### src/rtl/fetch_pkg.sv
// Shared types and helpers for the decoupled instruction-fetch stage.
package fetch_pkg;

  // Bytes per instruction word; the PC advances by this amount per request.
  localparam int INSTR_BYTES = 4;

  // Default entry widths used by the fetch_entry_t view of a buffer slot.
  localparam int FETCH_ADDR_WIDTH = 32;
  localparam int FETCH_DATA_WIDTH = 32;

  // One buffer slot: allocated flag, filled flag, PC and returned word.
  typedef struct packed {
    logic                        valid;
    logic                        filled;
    logic [FETCH_ADDR_WIDTH-1:0] pc;
    logic [FETCH_DATA_WIDTH-1:0] data;
  } fetch_entry_t;

  // Index width for a buffer of the given depth (at least one bit).
  function automatic int ptr_width(input int depth);
    return (depth > 1) ? $clog2(depth) : 1;
  endfunction

endpackage

### src/rtl/fetch_buffer.sv
// Circular buffer of fetched instructions.
// Three free-running pointers carry one extra wrap bit so that full/empty and
// "allocated but not yet filled" are plain pointer differences:
//   count    = alloc - read   (slots in use, including ones awaiting data)
//   unfilled = alloc - fill   (requests issued whose data has not returned)
//   head slot is allocated and filled exactly when fill != read, because
//   responses fill slots strictly in allocation order.
module fetch_buffer
  import fetch_pkg::*;
#(
  parameter int DATA_WIDTH = 32,
  parameter int ADDR_WIDTH = 32,
  parameter int DEPTH      = 4,
  localparam int PW        = ptr_width(DEPTH),
  localparam int CW        = PW + 1
) (
  input  logic                  clk_i,
  input  logic                  rst_ni,
  input  logic                  flush_i,
  input  logic                  alloc_i,
  input  logic [ADDR_WIDTH-1:0] alloc_pc_i,
  input  logic                  fill_i,
  input  logic [DATA_WIDTH-1:0] fill_data_i,
  input  logic                  pop_i,
  output logic [CW-1:0]         count_o,
  output logic [CW-1:0]         unfilled_o,
  output logic                  head_valid_o,
  output logic [ADDR_WIDTH-1:0] head_pc_o,
  output logic [DATA_WIDTH-1:0] head_data_o
);

  logic [CW-1:0]         alloc_q, alloc_d;
  logic [CW-1:0]         fill_q,  fill_d;
  logic [CW-1:0]         read_q,  read_d;
  logic [ADDR_WIDTH-1:0] pc_mem_q   [DEPTH];
  logic [DATA_WIDTH-1:0] data_mem_q [DEPTH];

  assign count_o      = alloc_q - read_q;
  assign unfilled_o   = alloc_q - fill_q;
  assign head_valid_o = (fill_q != read_q);
  assign head_pc_o    = pc_mem_q[read_q[PW-1:0]];
  assign head_data_o  = data_mem_q[read_q[PW-1:0]];

  // Pointer next state: a flush empties the buffer and overrides all updates.
  always_comb begin
    alloc_d = alloc_q;
    fill_d  = fill_q;
    read_d  = read_q;
    if (flush_i) begin
      alloc_d = {CW{1'b0}};
      fill_d  = {CW{1'b0}};
      read_d  = {CW{1'b0}};
    end else begin
      if (alloc_i) alloc_d = alloc_q + {{(CW-1){1'b0}}, 1'b1};
      else         alloc_d = alloc_q;
      if (fill_i)  fill_d  = fill_q + {{(CW-1){1'b0}}, 1'b1};
      else         fill_d  = fill_q;
      if (pop_i)   read_d  = read_q + {{(CW-1){1'b0}}, 1'b1};
      else         read_d  = read_q;
    end
  end

  // Pointer registers.
  always_ff @(posedge clk_i or negedge rst_ni) begin
    if (!rst_ni) begin
      alloc_q <= {CW{1'b0}};
      fill_q  <= {CW{1'b0}};
      read_q  <= {CW{1'b0}};
    end else begin
      alloc_q <= alloc_d;
      fill_q  <= fill_d;
      read_q  <= read_d;
    end
  end

  // Slot storage: PC written at allocation, data written when the word returns.
  always_ff @(posedge clk_i or negedge rst_ni) begin
    if (!rst_ni) begin
      for (int i = 0; i < DEPTH; i++) begin
        pc_mem_q[i]   <= {ADDR_WIDTH{1'b0}};
        data_mem_q[i] <= {DATA_WIDTH{1'b0}};
      end
    end else begin
      if (alloc_i && !flush_i) pc_mem_q[alloc_q[PW-1:0]]  <= alloc_pc_i;
      if (fill_i && !flush_i)  data_mem_q[fill_q[PW-1:0]] <= fill_data_i;
    end
  end

endmodule

### src/rtl/fetch_unit_checker.sv
// Protocol checks for the fetch stage's memory-response side.
module fetch_unit_checker #(
  parameter int CW    = 3,
  parameter int DEPTH = 4
) (
  input logic          clk_i,
  input logic          rst_ni,
  input logic          rsp_valid_i,
  input logic [CW-1:0] drop_cnt_i,
  input logic [CW-1:0] unfilled_i
);

  // Every response must be owed either to the squashed stream or to an allocated slot.
  a_rsp_has_owner: assert property (@(posedge clk_i) disable iff (!rst_ni)
    rsp_valid_i |-> ((drop_cnt_i != {CW{1'b0}}) || (unfilled_i != {CW{1'b0}})));

  // The number of responses still to be discarded can never exceed the buffer depth.
  a_drop_bounded: assert property (@(posedge clk_i) disable iff (!rst_ni)
    drop_cnt_i <= CW'(DEPTH));

endmodule

### src/rtl/fetch_unit.sv
// Decoupled instruction fetch: owns the PC, issues in-order requests to an
// instruction memory of arbitrary latency, buffers returned words with their
// PCs and hands them to decode. A redirect reloads the PC, empties the buffer
// and remembers how many old responses are still on their way so they can be
// discarded; new requests are held off until those have drained.
module fetch_unit
  import fetch_pkg::*;
#(
  parameter int                    DATA_WIDTH = 32,
  parameter int                    ADDR_WIDTH = 32,
  parameter logic [ADDR_WIDTH-1:0] RESET_PC   = {ADDR_WIDTH{1'b0}},
  parameter int                    DEPTH      = 4
) (
  input  logic                  clk,
  input  logic                  rst,
  output logic                  imem_req_valid,
  input  logic                  imem_req_ready,
  output logic [ADDR_WIDTH-1:0] imem_req_addr,
  input  logic                  imem_rsp_valid,
  input  logic [DATA_WIDTH-1:0] imem_rsp_data,
  input  logic                  redirect_valid,
  input  logic [ADDR_WIDTH-1:0] redirect_pc,
  output logic                  instr_valid,
  input  logic                  instr_ready,
  output logic [DATA_WIDTH-1:0] instr,
  output logic [ADDR_WIDTH-1:0] instr_pc
);

  localparam int                    CW         = ptr_width(DEPTH) + 1;
  localparam logic [ADDR_WIDTH-1:0] PC_STEP    = ADDR_WIDTH'(INSTR_BYTES);
  localparam logic [ADDR_WIDTH-1:0] ALIGN_MASK = ~(ADDR_WIDTH'(INSTR_BYTES - 1));

  logic [ADDR_WIDTH-1:0] pc_q, pc_d;
  logic [CW-1:0]         drop_q, drop_d;
  logic [CW-1:0]         count_s;
  logic [CW-1:0]         unfilled_s;
  logic                  head_valid_s;
  logic                  issue_ok_s;
  logic                  req_fire_s;
  logic                  fill_s;
  logic                  rsp_drop_s;
  logic                  pop_s;

  // Issue only while out of reset, not redirecting, not draining and not full.
  assign issue_ok_s     = rst && !redirect_valid && (drop_q == {CW{1'b0}})
                          && (count_s < CW'(DEPTH));
  assign imem_req_valid = issue_ok_s;
  assign imem_req_addr  = pc_q;
  assign req_fire_s     = issue_ok_s && imem_req_ready;

  // A response fills a slot only when nothing is owed to a squashed stream
  // and no redirect is flushing the buffer this cycle.
  assign fill_s     = imem_rsp_valid && !redirect_valid && (drop_q == {CW{1'b0}})
                      && (unfilled_s != {CW{1'b0}});
  // A response is being discarded: either owed to an older stream, or it
  // belongs to the stream a same-cycle redirect is squashing.
  assign rsp_drop_s = imem_rsp_valid && ((drop_q != {CW{1'b0}})
                      || (redirect_valid && (unfilled_s != {CW{1'b0}})));

  assign instr_valid = rst && head_valid_s && !redirect_valid;
  assign pop_s       = instr_valid && instr_ready;

  fetch_buffer #(
    .DATA_WIDTH (DATA_WIDTH),
    .ADDR_WIDTH (ADDR_WIDTH),
    .DEPTH      (DEPTH)
  ) u_buffer (
    .clk_i        (clk),
    .rst_ni       (rst),
    .flush_i      (redirect_valid),
    .alloc_i      (req_fire_s),
    .alloc_pc_i   (pc_q),
    .fill_i       (fill_s),
    .fill_data_i  (imem_rsp_data),
    .pop_i        (pop_s),
    .count_o      (count_s),
    .unfilled_o   (unfilled_s),
    .head_valid_o (head_valid_s),
    .head_pc_o    (instr_pc),
    .head_data_o  (instr)
  );

  // PC next state: redirect target (word aligned) wins, else advance on a handshake.
  always_comb begin
    pc_d = pc_q;
    if (redirect_valid) begin
      pc_d = redirect_pc & ALIGN_MASK;
    end else if (req_fire_s) begin
      pc_d = pc_q + PC_STEP;
    end else begin
      pc_d = pc_q;
    end
  end

  // Drop counter: a redirect adds the requests still in flight, and any
  // response discarded this cycle retires one owed response.
  always_comb begin
    drop_d = drop_q;
    if (redirect_valid) begin
      drop_d = drop_q + unfilled_s - {{(CW-1){1'b0}}, rsp_drop_s};
    end else if (rsp_drop_s) begin
      drop_d = drop_q - {{(CW-1){1'b0}}, 1'b1};
    end else begin
      drop_d = drop_q;
    end
  end

  // PC and drop-counter registers.
  always_ff @(posedge clk or negedge rst) begin
    if (!rst) begin
      pc_q   <= RESET_PC;
      drop_q <= {CW{1'b0}};
    end else begin
      pc_q   <= pc_d;
      drop_q <= drop_d;
    end
  end

  fetch_unit_checker #(
    .CW    (CW),
    .DEPTH (DEPTH)
  ) u_checker (
    .clk_i       (clk),
    .rst_ni      (rst),
    .rsp_valid_i (imem_rsp_valid),
    .drop_cnt_i  (drop_q),
    .unfilled_i  (unfilled_s)
  );

endmodule
### config.mk
export PLATFORM = sky130hd
export DESIGN_NAME = fetch_unit
export DESIGN_NICKNAME = d
export VERILOG_FILES = /design/src/rtl/fetch_pkg.sv /design/src/rtl/fetch_buffer.sv /design/src/rtl/fetch_unit_checker.sv /design/src/rtl/fetch_unit.sv
export SDC_FILE = /design/constraint.sdc
export NUM_CORES = 1
export LEC_CHECK = 0
export ABC_AREA = 1
export BUFFER_PORTS_ARGS = -buffer_cell sky130_fd_sc_hd__buf_4
export CAP_MARGIN = 20
export CORE_MARGIN = 1.5
export CORE_UTILIZATION = 25
export DETAILED_ROUTE_END_ITERATION = 7
export SLEW_MARGIN = 40
export SYNTH_ARGS = -nofsm -noshare
export SYNTH_HDL_FRONTEND = slang
export SYNTH_SLANG_ARGS = --single-unit
### constraint.sdc
create_clock -name clk -period 3.4 [get_ports clk]
set_clock_uncertainty 0.2 [all_clocks]
set_input_delay 0.68 -clock clk [delete_from_list [all_inputs] [get_ports clk]]
set_output_delay 0.68 -clock clk [all_outputs]
set_load 0.05 [all_outputs]
==> results of run 1 <==
power breakdown:
group | leakage [nW] | internal [mW] | switching [mW]
Combinational | 4.78 | 0.913 | 2.18
Clock | 0.584 | 2.34 | 1.57
Sequential | 3.96 | 3.81 | 0.331
Total | 9.33 | 7.07 | 4.08
per-layer routing:
| metal | track usage [%] | share of wire [%] | vias to the layer above | wire length [µm] |
|---|---|---|---|---|
| li1 | - | - | 6625 | - |
| met1 | 21.0 | 43 | 6817 | 21100 |
| met2 | 25.4 | 46 | 554 | 22500 |
| met3 | 3.05 | 7.9 | 97 | 3850 |
| met4 | 5.63 | 2.7 | 0 | 1320 |
| met5 | 0 | 0 | - | 0 |
critical path, delay by kind of cell (launching register included):
family	cells	cell delay, ns
flops	1	0.42
compound gates	2	0.52
buf+inv	3	0.82
flip-flops by register name, indices dropped and copies added, names as in the netlist:
| register | count |
|---|---|
| u_buffer.pc_mem_q | 120 |
| u_buffer.data_mem_q | 128 |
| u_buffer.read_q | 3 |
| u_buffer.fill_q | 3 |
| u_buffer.alloc_q | 3 |
| drop_q | 3 |
| imem_req_addr | 30 |
kinds of logic (layout without fill, tap and decap cells):
group           after synthesis  in the layout
xor+xnor                     16             16
flops                       290            290
fa+ha+maj                    19             19
compound gates              203            203
other cells                   1              4
buf+inv                     213            322
simple gates               1239           1239
cell usage after synthesis:
cell type	instances
a21oi_1	2
buf_1	6
buf_2	60
buf_4	13
buf_6	13
clkbuf_1	77
conb_1	1
dfrtp_1	290
fa_1	2
ha_1	17
inv_1	40
inv_2	4
nand2_1	826
nand2_2	2
nand3_1	75
nand3_2	5
nand3b_1	13
nand4_1	136
nand4_2	1
nor2_1	177
nor2_2	2
nor2_4	1
nor2_8	1
o211ai_1	1
o21ai_0	138
o22ai_1	62
xnor2_1	10
xor2_1	6
what timing repair did:
action	in CTS	in global routing
endpoints found under the hold margin	3	0
hold buffers	1	0
resized for setup	0	4
endpoints found under the setup margin	0	78
setup buffers	0	4
final timing paths:
path / end / slack (ns)
setup / recovery: instr[4] / 0.21
hold / removal: imem_req_addr[17] / 0.15
setup reg to reg: drop_q[2] / 0.26
hold reg to reg: u_buffer.data_mem_q[80] / 0.26
max in group asynchronous: u_buffer.pc_mem_q[30] / 1.48
min in group asynchronous: u_buffer.read_q[1] / 0.36
area by class of cell:
cell class	count	share of cell area [%]
flip-flops and latches	290	40.2
clock inverters	12	0.837
inverters	44	0.920
multi-input cells	1481	37.3
repair buffers	215	9.58
well taps	773	5.35
clock buffers	51	5.85
per-stage QoR:
stage | utilization [%] | setup slack [ns] | hold WS [ns] | cell area (µm²) | setup TNS (ns)
after floorplan | - | 0.0305 | 0.184 | 15000 | 0
after global placement | 28.4 | 0.0518 | 0.247 | 16800 | 0
after detailed placement | 28.4 | 0.105 | 0.253 | 16800 | 0
after CTS | 30.5 | 0.0397 | 0.119 | 18000 | 0
after global routing | 30.6 | -0.0220 | 0.146 | 18100 | -0.0220
final | 30.6 | 0.206 | 0.147 | 18100 | 0
==> results.yml, run 1 <==
status:
  status: "finished, violations left"
  failed_checks: "DRC"
grt:
  grt_pass1_vias: 13500
  grt_max_degree: 117
  grt_pass1_wl_mm: 76.4
  grtUsageTotal_pct: 15.8
  grt_overflow: 0
  antenna_found_initial: 0
finish:
  multiInputGateArea_um2: 6740
  final_common_cell: "nand2_1"
  nNetsFinal: 2158
  area_growth_syn_to_layout_pct: 20.7
  antenna_cells: 0
  seqCellArea_um2: 7260
  drive_above_1_share_pct: 14.2
  nFillCells: 6232
  fin_cells: 2866
  final_cell_mix: "nand2_1, dfrtp_1, buf_4"
setup_path:
  setup.worst_path.start_class: "register"
  r2r-start: "u_buffer.alloc_q[0]"
  critPathKind: "reg2out"
  cp_slowest_cell: "dfrtp_4"
  r2r_cells: 23
  crit_top_cell: "buf_4"
  startpoint: "u_buffer.read_q[1]"
  cp.required_ns: 2.52
  worstPathCellList: "buf_12 -> buf_4 -> o21ai_0 -> o22ai_1 -> buf_4"
  end_kind: "primary output"
  crit_fanout: 32
  crit_arrival_ns: 2.31
  cpPeakStageDelay_ns: 0.42
cts:
  root_buffer: "clkbuf_16"
  cts_tree: "built"
  cts_made_buffers: 37
  clk_pin_slew_ns: 0.06
  clock-sinks: 290
  clock_latency_ns: 0.54
  clk_path_buf_depth: 3
  h-tree-depth: 2
synth:
  synthSimpleGateAreaFrac_pct: 34.8
  yosysSeqAreaShare_pct: 48.5
  synthCells: 1981
  synth_compound_area_share_pct: 7.32
  synthMuxAreaShare_pct: 0
  yosys_warnings: 0
  synth_top_family_by_area: "simple AND/OR/NAND/NOR gates"
  yosys.area.top_type: "dfrtp_1"
  synth_cell_type_count: 28
  synthTopCellsByArea: "dfrtp_1, nand2_1, nand4_1, o21ai_0, nor2_1"
  syn_area_um2: 15000
  synth_top_area_share_pct: 48.5
  ys_ff_latch: 290
  avgSynthCellArea_um2: 7.56
  synthAdderAreaFrac_pct: 1.69
  synth_xor_xnor_area_share_pct: 0.936
min_path:
  min_from: "redirect_pc[17]"
  min_path_cells: 3
  hp-class: "in2reg"
die:
  start_util_pct: 25.3
  chipHeight_um: 248
  io_pins: 168
  die_w_um: 248
  rows: 89
  dieArea_um2: 61400
  coreArea_um2: 59100
sta:
  max_slew_margin_pct: 48.5
  fmax_mhz: 313
  final_hold_viol_count: 0
  finalSetupViolCount: 0
  finalCritPeriodShare_pct: 94.0
  tightest_slew_ns: 0.772
  grt_setup_unrepaired: "true"
  fin_crit_ns: 3.19
  drv_slew: 0
routing:
  drc: 11
  vias_per_cell: 4.92
  drt_iter0_drc: 1133
  dr_total_vias: 14100
  firstDrtPassIters: 7
  wirelength_mm: 48.8
  avgRoutedWirePerCell_um: 17.0
  drtAntennaViolNets: 0
power:
  p_leak_nw: 9.33
  power_density_nw_per_um2: 617
  fin_total_pwr_mw: 11.1
  ir_worst_vdd_mv: 0.346
flow_run:
  drv_cap: 0
place:
  port_buffers: 161
  globalplace.congestion: 0.879
  place_inst: 2798
  hpwl_mm: 30.2
Power figures use the tool's default switching activity.
==> inputs of run 2 (changes only) <==
- ABC_AREA: 1 -> not set
==> run 2 against run 1 <==
The flow now finishes without violations. Utilization grew 1.2 points. Clock-buffer cell count stayed put. Global-route usage shrank 3.4 points. Non-clock buffer count fell by 17. Critical endpoint is now imem_req_valid. Largest cell class unchanged. Largest power group unchanged.
==> results.yml, run 2 <==
sta:
  finalCritPeriodShare_pct: 96.1
  max_slew_margin_pct: 53.0
  final_hold_viol_count: 0
  tns_ns: 0
  grt_setup_unrepaired: "false"
  fmax_mhz: 306
  tightest_slew_ns: 0.699
  drv_slew: 0
  fin_crit_ns: 3.27
  finalSetupViolCount: 0
finish:
  top_register: "u_buffer.data_mem_q"
  seqCellArea_um2: 7260
  final_cell_mix: "dfrtp_1, mux2_2, buf_4"
  area_growth_syn_to_layout_pct: 25.0
  multiInputGateArea_um2: 5940
  nNetsFinal: 1191
  drive_above_1_share_pct: 51.3
  fin_cells: 1814
  antenna_cells: 0
  final_common_cell: "dfrtp_1"
  nFillCells: 5256
  largest_reg_flops: 128
power:
  ir_worst_vdd_mv: 0.393
  swShare_pct: 33.8
  p_leak_nw: 7.80
  clkPwrFrac_pct: 33.5
  power.internal_mw: 7.36
  p_switching_mw: 3.75
  pwr-share-comb_pct: 29.3
  power_frac_seq_pct: 37.3
  fin_total_pwr_mw: 11.1
  power_density_nw_per_um2: 660
die:
  die_w_um: 235
  chipHeight_um: 235
  rows: 84
  dieArea_um2: 55300
  start_util_pct: 25.4
  coreArea_um2: 53000
  io_pins: 168
place:
  port_buffers: 161
  globalplace.congestion: 0.722
  place_inst: 1749
  hpwl_mm: 21.6
setup_path:
  cp.required_ns: 2.52
  crit_fanout: 4
  critPathKind: "reg2out"
  startpoint: "u_buffer.read_q[1]"
  r2r-start: "u_buffer.fill_q[0]"
  setup.worst_path.start_class: "register"
  end_kind: "primary output"
  crit_arrival_ns: 2.39
synth:
  synthMuxAreaShare_pct: 31.4
  synthSimpleGateAreaFrac_pct: 5.99
  synth_compound_area_share_pct: 3.02
  ys.flop_type: "dfrtp_1"
  synth_cell_type_count: 42
  yosysMostFrequentCell: "dfrtp_1"
  synth_top_area_share_pct: 53.8
  synthCells: 932
  synthAdderAreaFrac_pct: 1.87
  syn_area_um2: 13500
  ys_ff_latch: 290
  synth_xor_xnor_area_share_pct: 1.14
  synth-async-reset-ratio_pct: 100
  yosysSeqAreaShare_pct: 53.8
  synth-edff-count: 0
  avgSynthCellArea_um2: 14.5
  synth_top_family_by_area: "multiplexers"
  synthTopCellsByArea: "dfrtp_1, mux2_2, mux4_2, ha_1, buf_2"
  yosys.area.top_type: "dfrtp_1"
  yosys_warnings: 0
  synthTopCellsByCount: "dfrtp_1, mux2_2, mux4_2"
routing:
  drtAntennaViolNets: 0
  drt_iter0_drc: 330
  wirelength_mm: 34.0
  avgRoutedWirePerCell_um: 18.8
  dr_total_vias: 8564
  drc: 0
  firstDrtPassIters: 4
  vias_per_cell: 4.72
cts:
  h-tree-depth: 2
  clk_pin_slew_ns: 0.06
  clock-sinks: 290
  root_buffer: "clkbuf_16"
  cts_made_buffers: 35
  cts_tree: "built"
  clk_path_buf_depth: 3
  clock_latency_ns: 0.54
min_path:
  min_from: "redirect_pc[7]"
  hp-class: "in2reg"
flow_run:
  drv_cap: 0
status:
  status: "finished, final reports clean"
grt:
  grt_overflow: 0
  grt_pass1_vias: 9215
  antenna_found_initial: 2
  grtUsageTotal_pct: 12.4
  grt_pass1_wl_mm: 54.1
  grt_max_degree: 85
## run 2: cell types whose count changed in the layout (fill, tap and decap cells not counted), moves of 62 or more
cell     before  now
nand2_1     825   29
mux2_2        0  248
nor2_1      173   30
nand4_1     136    7
o21ai_0     138    9
mux4_2        0   62
o22ai_1      62    0
## run 2: layout make-up
| type | count | area share [%] |
|---|---|---|
| repair buffers | 198 | 9.34 |
| clock inverters | 10 | 0.750 |
| flip-flops and latches | 290 | 43.1 |
| well taps | 688 | 5.11 |
| multi-input cells | 563 | 35.3 |
| clock buffers | 51 | 6.10 |
| inverters | 14 | 0.312 |
## run 2: worst max-delay path, cell delays in order, from the launching register on
cell and delay [ns]:
dfrtp_4 0.49, inv_1 0.07, ha_1 0.23, a21oi_2 0.27
xnor2_2 0.22, inv_1 0.14, nor3_4 0.18, buf_4 0.24
## run 2: repair_timing
action,CTS,global route
pin swaps,0,2
hold endpoints to repair,6,0
hold buffers,1,0
resized for setup,2,2
setup buffers,0,3
setup endpoints to repair,1,1
## run 2: kinds of logic (layout without fill, tap and decap cells)
family                     after synthesis  after routing
buffers and inverters                   82            273
muxes                                  315            315
and+or+nand+nor                        148            148
AOI/OAI and AO/OA                       61             61
adders and majority gates               19             19
DFF                                    290            290
xor gates and xnor gates                16             16
other                                    1              4
## run 2: per-layer routing
| metal | track usage (%) | share of wire (%) | vias to the layer above |
|---|---|---|---|
| met3 | 3.76 | 6.7 | 52 |
| met2 | 19.8 | 47 | 194 |
| met1 | 16.1 | 44 | 4499 |
| met4 | 3.73 | 2.3 | 4 |
| met5 | 0 | 0.079 | - |
| li1 | - | - | 3815 |
## run 2: final timing paths
kind                                      endpoint  slack [ns]  cells past startpoint
setup / recovery                    imem_req_valid        0.13                      7
max in group asynchronous    u_buffer.pc_mem_q[85]        1.07                      5
hold / removal                    imem_req_addr[7]        0.16                      3
setup reg to reg                         drop_q[2]        0.19                     13
hold reg to reg            u_buffer.data_mem_q[58]        0.30                      1
min in group asynchronous                drop_q[2]        0.36                      2
## run 2: power groups by stage
stage          Combinational [mW]  Clock [mW]  Sequential [mW]
6_report                     3.25        3.72             4.14
5_1_grt                      3.45        4.01             4.21
4_1_cts                      3.30        3.86             4.15
3_5_place_dp                 3.29           0             4.21
3_3_place_gp                 3.25           0             4.17
2_1_floorplan                2.21           0             4.22
## run 2: through the flow
stage	worst slack, ns	instance area [µm²]	util, %	hold WS [ns]
floorplan	0.129	13500	-	0.184
global placement	0.106	15600	29.5	0.282
detailed placement	0.128	15600	29.5	0.287
CTS	0.0662	16800	31.7	0.122
global route	0.00300	16800	31.8	0.142
finish	0.134	16800	31.8	0.159
==> inputs of run 3 (changes only) <==
- BUFFER_PORTS_ARGS: -buffer_cell sky130_fd_sc_hd__buf_4 -> not set
- DONT_BUFFER_PORTS: not set -> 1
- PLACE_DENSITY: not set -> 0.42
==> run 3 against run 2 <==
The run now ends with hold timing left. Worst hold slack worse by 0.48 ns. Design area is 6.2% lower. Sequential share of layout area is 2.9 points higher. Register-to-register slack hardly changed. Setup slack worse by 0.015 ns. Maximum frequency is 0.45% lower. Largest power group unchanged. Highest routed layer is now met4.
==> results.yml, run 3 (synthesized netlist as in run 2, its figures left out) <==
routing:
  dr_wl_met3_mm: 2.24
  drc: 0
  wirelength_met1_mm: 15.4
  wirelength_mm: 34.6
  firstDrtPassIters: 4
  top_layer_used: "met4"
  drtAntennaViolNets: 0
  dr_total_vias: 7962
  vias_per_cell: 4.74
  drt_iter0_drc: 312
  avgRoutedWirePerCell_um: 20.6
  wl_met2_mm: 16.1
finish:
  fin_cells: 1678
  area_growth_syn_to_layout_pct: 17.2
  drive_above_1_share_pct: 44.6
  final_cell_mix: "dfrtp_1, mux2_2, mux4_2"
  largest_reg_flops: 128
  top_register: "u_buffer.data_mem_q"
  final_common_cell: "dfrtp_1"
  nNetsFinal: 1050
  antenna_cells: 0
place:
  dp_worst_setup_slack_ns: 0.142
  port_buffers: 0
  globalplace.congestion: 0.681
  place_inst: 1608
  hpwl_mm: 20.8
die:
  die_w_um: 235
  coreArea_um2: 53000
  start_util_pct: 25.4
  chipHeight_um: 235
  io_pins: 168
  dieArea_um2: 55300
  rows: 84
power:
  fin_total_pwr_mw: 10.6
  p_leak_nw: 7.09
  ir_worst_vdd_mv: 0.378
  power_density_nw_per_um2: 671
sta:
  setup_ws_ns: 0.119
  finalCritPeriodShare_pct: 96.5
  hold_ws_ns: -0.324
  max_slew_margin_pct: 42.9
  tns_ns: 0
  finalSetupViolCount: 0
  final_hold_viol_count: 290
  fin_crit_ns: 3.28
  grt_setup_unrepaired: "false"
  tightest_slew_ns: 0.856
  fmax_mhz: 305
  drv_slew: 0
grt:
  grt_pass1_vias: 8595
  grt_pass1_wl_mm: 54.5
  grt_max_degree: 293
  antenna_found_initial: 0
  grt_overflow: 0
  grtUsageTotal_pct: 12.7
cts:
  clk_pin_slew_ns: 0.05
  cts_made_buffers: 38
  postCtsHoldBufs: 1
  clock_latency_ns: 0.55
  clk_path_buf_depth: 3
  clock-sinks: 290
  cts_tree: "built"
  root_buffer: "clkbuf_16"
  h-tree-depth: 2
min_path:
  hp-class: "in2async"
setup_path:
  end_kind: "primary output"
  critPathKind: "reg2out"
  timing.rr.end: "drop_q[2]"
  startpoint: "u_buffer.alloc_q[1]"
  setup.worst_path.start_class: "register"
  crit_arrival_ns: 2.40
  cp.required_ns: 2.52
  r2r_cells: 15
  rrSetupSlack_ns: 0.20
  r2r-start: "u_buffer.alloc_q[0]"
  crit_fanout: 4
flow_run:
  drv_cap: 0
status:
  status: "finished, violations left"
  failed_checks: "hold timing"
## run 3: changes by cell type in the layout (fill, tap and decap cells not counted), sizes merged
cell	before	now
clkinv	6	10
inv	16	13
buf	196	53
clkbuf	52	57
bufinv	2	0
clkinvlp	0	3
## run 3: worst max-delay path, stage by stage (launching register included)
cell and delay [ns]:
dfrtp_1 0.37, buf_4 0.15, ha_1 0.28, a21oi_2 0.27, xnor2_2 0.22, inv_1 0.13, nor3_4 0.24, buf_12 0.17
## run 3: worst max path at each step
stage,end,cells past startpoint
2_1_floorplan,drop_q[2],15
3_3_place_gp,drop_q[2],15
3_5_place_dp,drop_q[2],15
4_1_cts,imem_req_valid,7
5_1_grt,imem_req_valid,7
6_report,imem_req_valid,7
## run 3: metrics by stage
step / cell area [µm²] / util (%) / hold slack [ns]
2_1_floorplan: 13500 / - / 0.184
6_report: 15800 / 29.8 / -0.324
4_1_cts: 15800 / 29.8 / -0.399
3_3_place_gp: 14500 / 27.5 / 0.215
3_5_place_dp: 14500 / 27.5 / 0.199
5_1_grt: 15800 / 29.8 / -0.357
## run 3: final cells by class
cell class | instances | area [µm²]
Multi-Input combinational cell | 563 | 5950
Clock buffer | 57 | 1130
Tap cell | 688 | 861
Sequential cell | 290 | 7260
Clock inverter | 12 | 90.1
Fill cell | 5354 | 37200
Inverter | 14 | 52.6
Timing Repair Buffer | 54 | 445
## run 3: what timing repair did
item | in CTS | in global routing
pin swaps | 0 | 3
buffers inserted | 0 | 0
endpoints found under the setup margin | 1 | 1
resized for setup | 2 | 4
hold endpoints to repair | 299 | 290
## run 3: report_power, final
group	total [mW]	internal, mW	switching (mW)	leakage (nW)
Combinational	2.64	0.798	1.84	2.58
Sequential	4.10	3.87	0.233	3.92
Clock	3.86	2.31	1.55	0.598
## run 3: layer usage
layer / vias to the layer above / GRT usage (%)
li1: 3556 / -
met2: 164 / 20.1
met1: 4188 / 16.5
met4: 0 / 4.20
met5: - / 0
met3: 54 / 3.90
